$ cat config.mk
export PLATFORM = sky130hd
export DESIGN_NAME = dyn_roll_shifter
export DESIGN_NICKNAME = d
export VERILOG_FILES = /design/src/rtl/sm4_pkg.sv /design/src/rtl/roll_stage.sv /design/src/rtl/dyn_roll_shifter.sv
export SDC_FILE = /design/constraint.sdc
export NUM_CORES = 1
export LEC_CHECK = 0
export CAP_MARGIN = 15
export CORE_ASPECT_RATIO = 0.8
export CORE_MARGIN = 3
export CORE_UTILIZATION = 40
export CTS_CLUSTER_SIZE = 25
export DETAILED_ROUTE_END_ITERATION = 10
export SLEW_MARGIN = 5
export SYNTH_ARGS = -nofsm -noshare
export SYNTH_HDL_FRONTEND = slang
export SYNTH_HIERARCHICAL = 1
export SYNTH_SLANG_ARGS = --single-unit
$ cat constraint.sdc
create_clock -name clk_i -period 2.25 [get_ports clk_i]
set_clock_uncertainty 0.05 [all_clocks]
set_input_delay 0.45 -clock clk_i [delete_from_list [all_inputs] [get_ports clk_i]]
set_output_delay 0.45 -clock clk_i [all_outputs]
set_load 0.005 [all_outputs]
$ cat src/rtl/sm4_pkg.sv
`default_nettype none
// +----------------------------------------------------------------------------+
// | Module   : sm4_pkg                                                         |
// | Brief    : Shared helpers and payload type for the dynamic rotate pipeline |
// | Revision : 1.0                                                             |
// +----------------------------------------------------------------------------+
package sm4_pkg;

  localparam int c_roll_width     = 32;
  localparam int c_roll_shamt_w   = $clog2(c_roll_width);
  localparam int c_roll_tag_width = 4;

  // Payload layout of one stage in the default 32-bit configuration.
  typedef struct packed {
    logic [c_roll_width-1:0]     data;
    logic [c_roll_shamt_w-1:0]   shamt;
    logic                        left;
    logic [c_roll_tag_width-1:0] tag;
  } roll_payload_t;

  function automatic int roll_layer_stage(input int k, input int layers, input int stages);
    return (k * stages) / layers;
  endfunction

  function automatic int roll_layer_amt(input int k, input int width);
    return (1 << k) % width;
  endfunction

endpackage
`default_nettype wire

$ cat src/rtl/roll_stage.sv
`default_nettype none
// +----------------------------------------------------------------------------+
// | Module   : roll_stage                                                      |
// | Brief    : One pipeline register stage with its assigned rotate layers     |
// | Revision : 1.0                                                             |
// +----------------------------------------------------------------------------+
module roll_stage
  import sm4_pkg::*;
#(
  parameter int width_p     = 32,
  parameter int stages_p    = 2,
  parameter int tag_width_p = 4,
  parameter int stage_idx_p = 0
) (
  input  logic                       clk_i,
  input  logic                       rst_n_i,
  input  logic                       i_advance,
  input  logic                       i_valid,
  input  logic [width_p-1:0]         i_data,
  input  logic [$clog2(width_p)-1:0] i_shamt,
  input  logic                       i_left,
  input  logic [tag_width_p-1:0]     i_tag,
  output logic                       o_valid,
  output logic [width_p-1:0]         o_data,
  output logic [$clog2(width_p)-1:0] o_shamt,
  output logic                       o_left,
  output logic [tag_width_p-1:0]     o_tag
);

  localparam int c_layers = $clog2(width_p);

  typedef struct packed {
    logic [width_p-1:0]     data;
    logic [c_layers-1:0]    shamt;
    logic                   left;
    logic [tag_width_p-1:0] tag;
  } payload_t;

  payload_t           r_pl;
  logic               r_valid;
  logic [width_p-1:0] w_rot;

  function automatic logic [width_p-1:0] rotl(input logic [width_p-1:0] x, input int amt);
    logic [2*width_p-1:0] dbl;
    dbl = {x, x} << amt;
    return dbl[2*width_p-1:width_p];
  endfunction

  // Right rotation by a is done as left rotation by width_p - a.
  always_comb begin
    w_rot = i_data;
    for (int k = 0; k < c_layers; k++) begin
      if ((roll_layer_stage(k, c_layers, stages_p) == stage_idx_p) && i_shamt[k]) begin
        w_rot = rotl(w_rot, i_left ? roll_layer_amt(k, width_p)
                                   : width_p - roll_layer_amt(k, width_p));
      end
    end
  end

  always_ff @(posedge clk_i or negedge rst_n_i) begin
    if (!rst_n_i) begin
      r_valid <= 1'b0;
      r_pl    <= '0;
    end else if (i_advance) begin
      r_valid <= i_valid;
      if (i_valid) begin
        r_pl.data  <= w_rot;
        r_pl.shamt <= i_shamt;
        r_pl.left  <= i_left;
        r_pl.tag   <= i_tag;
      end
    end
  end

  assign o_valid = r_valid;
  assign o_data  = r_pl.data;
  assign o_shamt = r_pl.shamt;
  assign o_left  = r_pl.left;
  assign o_tag   = r_pl.tag;

endmodule
`default_nettype wire

$ cat src/rtl/dyn_roll_shifter.sv
`default_nettype none
// +----------------------------------------------------------------------------+
// | Module   : dyn_roll_shifter                                                |
// | Brief    : Pipelined runtime-amount rotate unit with valid/ready handshake |
// | Revision : 1.0                                                             |
// +----------------------------------------------------------------------------+
module dyn_roll_shifter
  import sm4_pkg::*;
#(
  parameter int width_p     = 32,
  parameter int stages_p    = 2,
  parameter int tag_width_p = 4
) (
  input  logic                       clk_i,
  input  logic                       rst_n_i,
  input  logic                       v_i,
  output logic                       ready_o,
  input  logic [width_p-1:0]         data_i,
  input  logic [$clog2(width_p)-1:0] shamt_i,
  input  logic                       left_i,
  input  logic [tag_width_p-1:0]     tag_i,
  output logic                       v_o,
  input  logic                       ready_i,
  output logic [width_p-1:0]         data_o,
  output logic [tag_width_p-1:0]     tag_o
);

  localparam int c_shamt_w = $clog2(width_p);

  // Index 0 is the input port; index s+1 is the output of stage s.
  logic [stages_p:0]      w_valid;
  logic [width_p-1:0]     w_data  [stages_p+1];
  logic [c_shamt_w-1:0]   w_shamt [stages_p+1];
  logic [stages_p:0]      w_left;
  logic [tag_width_p-1:0] w_tag   [stages_p+1];
  logic [stages_p-1:0]    w_adv;
  logic                   w_unused_tail;

  assign w_valid[0] = v_i;
  assign w_data[0]  = data_i;
  assign w_shamt[0] = shamt_i;
  assign w_left[0]  = left_i;
  assign w_tag[0]   = tag_i;

  // A stage may load when it is empty or its contents move on this cycle.
  always_comb begin
    w_adv = '0;
    w_adv[stages_p-1] = ~w_valid[stages_p] | ready_i;
    for (int s = stages_p - 2; s >= 0; s--) begin
      w_adv[s] = ~w_valid[s+1] | w_adv[s+1];
    end
  end

  for (genvar s = 0; s < stages_p; s++) begin : g_stage
    roll_stage #(
      .width_p     (width_p),
      .stages_p    (stages_p),
      .tag_width_p (tag_width_p),
      .stage_idx_p (s)
    ) u_stage (
      .clk_i     (clk_i),
      .rst_n_i   (rst_n_i),
      .i_advance (w_adv[s]),
      .i_valid   (w_valid[s]),
      .i_data    (w_data[s]),
      .i_shamt   (w_shamt[s]),
      .i_left    (w_left[s]),
      .i_tag     (w_tag[s]),
      .o_valid   (w_valid[s+1]),
      .o_data    (w_data[s+1]),
      .o_shamt   (w_shamt[s+1]),
      .o_left    (w_left[s+1]),
      .o_tag     (w_tag[s+1])
    );
  end

  assign w_unused_tail = ^{w_shamt[stages_p], w_left[stages_p]};

  assign ready_o = w_adv[0];
  assign v_o     = w_valid[stages_p];
  assign data_o  = w_data[stages_p];
  assign tag_o   = w_tag[stages_p];

endmodule
`default_nettype wire

==> flow_metrics.env, run 1 <==
export IMPL_clk_latency_ns=0.33
export IMPL_routed_via_density=6.18
export IMPL_slew_violations=0
export IMPL_post_dp_hpwl_mm=21.2
export IMPL_syn_inst=766
export IMPL_critical_path_max_stage_delay_ns=0.49
export IMPL_cts_tree="yes"
export IMPL_port_buffers=83
export IMPL_finalCritPeriodShare_pct=98.7
export IMPL_arrival_ns=1.72
export IMPL_cts_buffers=9
export IMPL_end_kind="primary output"
export IMPL_cpLargestDelayFamily="buffers and inverters"
export IMPL_syn2layout_area_growth_pct=33.3
export IMPL_cpMostUsedCell="clkdlybuf4s50_1"
export IMPL_die_x_um=154
export IMPL_gp_congestion=0.960
export IMPL_syn_cell_area_um2=6960
export IMPL_routed_wl_mm=26.9
export IMPL_initial_utilization_pct=41.4
export IMPL_final_area_um2=9280
export IMPL_overflow=0
export IMPL_gr_usage_all_layers_pct=28.1
export IMPL_rows=42
export IMPL_fin_util_pct=55.2
export IMPL_critPathBufInv=3
export IMPL_leakagePower_nw=4.00
export IMPL_wl_per_cell_um=22.8
export IMPL_cp_required_ns=1.75
export IMPL_grt_start_max_net_pins=57
export IMPL_setup_violations=0
export IMPL_peakVddDrop_mv=0.345
export IMPL_critPathKind="input pin to primary output"
export IMPL_layout_commonest_cell="buf_4"
export IMPL_antenna_found_initial=2
export IMPL_outcome="complete, no violations"
export IMPL_placedCellCount=1163
export IMPL_dieArea_um2=19000
export IMPL_rsz0062_at_grt="no"
export IMPL_fillers=1564
export IMPL_io_pins=84
export IMPL_hold_violations=0
export IMPL_final_cells=1178
export IMPL_place_area_um2=9010
export IMPL_clock_fmax_ghz=0.450
export IMPL_core_um2=16800
export IMPL_clockBufferDepth=2
export IMPL_final_nets=1000
export IMPL_powerDensity_nw_per_um2=654
export IMPL_min_path_type="input pin to async pin"
export IMPL_drt_iter0_drc=706
export IMPL_dp_slack_ns=-0.253
export IMPL_dieHeight_um=124
export IMPL_drcViolationCount=0
export IMPL_syn_area_per_cell_um2=9.09
export IMPL_fin_crit_ns=2.22
export IMPL_cts_max_level=3
export IMPL_path_clk_slew_ns=0.06
export IMPL_clock_sinks=77
export IMPL_layout_cells_most_common_list="158 x buf_4, 78 x clkdlybuf4s50_1, 77 x dfrtp_1, 76 x nand2_1, 72 x nor2_1"
export IMPL_worst_slack_ns=0.0291
export IMPL_tns_ns=0
export IMPL_drive_gt1_share_pct=26.1
export IMPL_yosys_warnings=6
export IMPL_maxCapViolations=0
export IMPL_cp_start_kind="input pin"
export IMPL_antennaDiodeCount=0
export IMPL_path_cells="clkdlybuf4s50_1, nand3b_1, buf_4, clkdlybuf4s50_1"
export IMPL_synth_fp_nets=812
export IMPL_multi_input_area_um2=4480
export IMPL_grt_first_pass_wirelength_mm=41.5
export IMPL_num_vias=7283
export IMPL_finalPower_mw=6.07
export IMPL_root_buffer="clkbuf_16"
export IMPL_crit_slowest_cell="clkdlybuf4s50_1"
export IMPL_slew_headroom_pct=54.5
export IMPL_hold_ws_ns=0.00605
export IMPL_ant_nets=0
export IMPL_worst_pin_slew_ns=0.678
export IMPL_grt_pass1_vias=7046
export IMPL_seq_area_um2=1930
export IMPL_dr_pass1_iters=6
export IMPL_crit_fanout=4
[routing by layer]
layer / vias up / share of wire (%) / global-route usage [%]
met5: - / 0.13 / 0
li1: 3297 / - / -
met1: 3616 / 45 / 40.6
met4: 4 / 3.2 / 8.99
met3: 56 / 7.4 / 5.63
met2: 310 / 44 / 42.6
[state kept, by name (all words and copies together), names as in the netlist]
| signal | cells |
|---|---|
| g_stage.u_stage/o_left | 1 |
| g_stage.u_stage/o_shamt | 2 |
| g_stage.u_stage/o_data | 64 |
| g_stage.u_stage/o_valid | 2 |
| g_stage.u_stage/o_tag | 8 |
[path summary, 6_finish.rpt]
check	cells past startpoint	to	slack (ns)	start
setup reg to reg	6	g_stage[0].u_stage/o_data[26]$_DFFE_PN0P_	0.27	g_stage[1].u_stage/o_valid$_DFFE_PN0P_
setup / recovery	4	ready_o	0.03	ready_i
max in group asynchronous	2	g_stage[0].u_stage/o_data[9]$_DFFE_PN0P_	1.53	rst_n_i
hold reg to reg	2	g_stage[1].u_stage/o_data[22]$_DFFE_PN0P_	0.43	g_stage[1].u_stage/o_data[22]$_DFFE_PN0P_
min in group clk_i	2	g_stage[1].u_stage/o_data[22]$_DFFE_PN0P_	0.43	g_stage[1].u_stage/o_data[22]$_DFFE_PN0P_
hold / removal	1	g_stage[0].u_stage/o_data[7]$_DFFE_PN0P_	0.006	rst_n_i
[where the power goes]
part | total (mW) | leakage [nW] | switching (mW) | internal [mW]
combinational | 2.70 | 2.94 | 1.24 | 1.45
clock | 1.33 | 0.127 | 0.587 | 0.739
sequential | 2.05 | 0.935 | 0.310 | 1.74
[layout make-up]
cell class                 instances  area share, %
multi-input combinational        587           48.3
timing repair buffer             250           24.0
sequential                        77           20.8
tap                              220           2.96
clock buffer                       9           2.43
inverter                          29           1.17
clock inverter                     6          0.418
[what timing repair did]
item,4_1_cts,5_1_grt
resized for setup,0,3
setup buffers,0,0
hold buffers,0,0
setup endpoints to repair,0,3
Note: power is estimated with default switching activity, not from simulation.
==> run 2: changes to the inputs <==
- CTS_CLUSTER_DIAMETER: not set -> 200
- clock period: 2.25 -> 1.95 ns (I/O delays scaled with it)
==> run 2 against run 1 <==
Via count up 1.3%. First-iteration DRC count down 22%. Combinational power up 19%. Total power up 17%. Design area up 4.9%. Clock-buffer cell count unchanged. Worst hold slack better by 0.35 ns.
==> flow_metrics.env, run 2 (synthesis gave the netlist of run 1 again) <==
export IMPL_r2r_slack_ns=0.22
export IMPL_cp_start_kind="input pin"
export IMPL_clock_sinks=77
export IMPL_outcome="complete, no violations"
export IMPL_worst_slack_ns=0.0122
export IMPL_clk_latency_ns=0.34
export IMPL_cts_buffers=9
export IMPL_clockBufferDepth=2
export IMPL_wl_per_cell_um=22.7
export IMPL_cp_required_ns=2.13
export IMPL_final_nets=1032
export IMPL_grt_first_pass_wirelength_mm=42.6
export IMPL_root_buffer="clkbuf_16"
export IMPL_maxCapViolations=0
export IMPL_hold_ws_ns=0.352
export IMPL_port_buffers=83
export IMPL_reg2reg_from="g_stage[1].u_stage/o_valid$_DFFE_PN0P_"
export IMPL_gp_congestion=0.992
export IMPL_die_x_um=154
export IMPL_cts_max_level=3
export IMPL_min_path_type="input pin to async pin"
export IMPL_final_cells=1210
export IMPL_dp_slack_ns=-0.533
export IMPL_core_um2=16800
export IMPL_post_dp_hpwl_mm=21.5
export IMPL_clock_fmax_ghz=0.516
export IMPL_io_pins=84
export IMPL_routed_wl_mm=27.5
export IMPL_largest_reg_flops=64
export IMPL_hold_violations=0
export IMPL_fin_util_pct=57.9
export IMPL_ant_nets=0
export IMPL_drive_gt1_share_pct=31.7
export IMPL_grt_start_max_net_pins=73
export IMPL_routed_via_density=6.10
export IMPL_peakVddDrop_mv=0.493
export IMPL_cts_tree="yes"
export IMPL_placedCellCount=1193
export IMPL_layout_cells_most_common_list="185 x buf_4, 77 x dfrtp_1, 76 x nand2_1, 67 x nor2_1, 66 x mux2i_1"
export IMPL_dr_pass1_iters=5
export IMPL_setup_violations=0
export IMPL_initial_utilization_pct=41.4
export IMPL_end_kind="register"
export IMPL_antenna_found_initial=0
export IMPL_dieHeight_um=124
export IMPL_r2r_end="g_stage[0].u_stage/o_data[29]$_DFFE_PN0P_"
export IMPL_drcViolationCount=0
export IMPL_layout_commonest_cell="buf_4"
export IMPL_crit_fanout=5
export IMPL_overflow=0
export IMPL_grt_pass1_vias=7309
export IMPL_finalCritPeriodShare_pct=99.4
export IMPL_powerDensity_nw_per_um2=733
export IMPL_worst_pin_slew_ns=0.449
export IMPL_slew_violations=0
export IMPL_path_clk_slew_ns=0.06
export IMPL_arrival_ns=2.12
export IMPL_slew_headroom_pct=69.3
export IMPL_fin_crit_ns=1.94
export IMPL_crit_slowest_cell="mux4_2"
export IMPL_leakagePower_nw=4.29
export IMPL_fillers=1512
export IMPL_drt_iter0_drc=553
export IMPL_syn2layout_area_growth_pct=39.8
export IMPL_critical_path_max_stage_delay_ns=0.50
export IMPL_r2r_cells=6
export IMPL_path_cells="clkdlybuf4s50_1, buf_4, mux4_2, o221ai_2, o211ai_1, o21a_1"
export IMPL_antennaDiodeCount=0
export IMPL_gr_usage_all_layers_pct=29.0
export IMPL_dieArea_um2=19000
export IMPL_critPathKind="input pin to register"
export IMPL_rows=42
export IMPL_num_vias=7376
-- run 2: critical path, delay by kind of cell --
kind	cells	cell delay, ns
AO/OA/AOI/OAI	3	0.61
buffers and inverters	2	0.60
multiplexers	1	0.50
-- run 2: per-stage QoR --
stage	TNS, ns	area [µm²]	power [mW]
final	0	9740	7.13
after global routing	-0.0151	9740	7.55
after CTS	0	9620	7.14
after detailed placement	-11.23	9260	5.53
after global placement	-10.20	9260	5.45
after floorplan	0	6960	3.91
-- run 2: worst max-delay path by stage --
stage	to	startpoint
2_1_floorplan	g_stage[0].u_stage/o_data[17]$_DFFE_PN0P_	left_i
3_3_place_gp	g_stage[0].u_stage/o_data[9]$_DFFE_PN0P_	data_i[14]
3_5_place_dp	g_stage[0].u_stage/o_data[9]$_DFFE_PN0P_	data_i[14]
4_1_cts	g_stage[0].u_stage/o_data[9]$_DFFE_PN0P_	data_i[2]
5_1_grt	g_stage[0].u_stage/o_data[11]$_DFFE_PN0P_	data_i[6]
6_report	g_stage[0].u_stage/o_data[15]$_DFFE_PN0P_	data_i[22]
-- run 2: routing by layer --
| metal | up-vias | global-route usage, % | share of wire [%] |
|---|---|---|---|
| met3 | 38 | 5.87 | 7.7 |
| li1 | 3369 | - | - |
| met1 | 3652 | 41.9 | 45 |
| met2 | 317 | 45.4 | 45 |
| met5 | - | 0 | 0 |
| met4 | 0 | 6.73 | 2.2 |
-- run 2: power by group --
group / internal [mW] / switching, mW / total, mW
Clock: 0.855 / 0.695 / 1.55
Sequential: 2.01 / 0.357 / 2.36
Combinational: 1.74 / 1.48 / 3.22
-- run 2: timing repair --
action,CTS,global route
gates resized for setup,24,40
hold buffers,1,0
setup buffers,1,0
endpoints found under the setup margin,14,24
hold endpoints to repair,5,0
pin swaps,1,4
-- run 2: cell type report --
cell class,count,area [µm²],area share [%]
multi-input cells,587,4640,47.6
repair buffers,282,2520,25.9
flip-flops and latches,77,1930,19.8
well taps,220,275,2.83
clock buffers,9,225,2.31
inverters,29,109,1.12
clock inverters,6,40.0,0.411
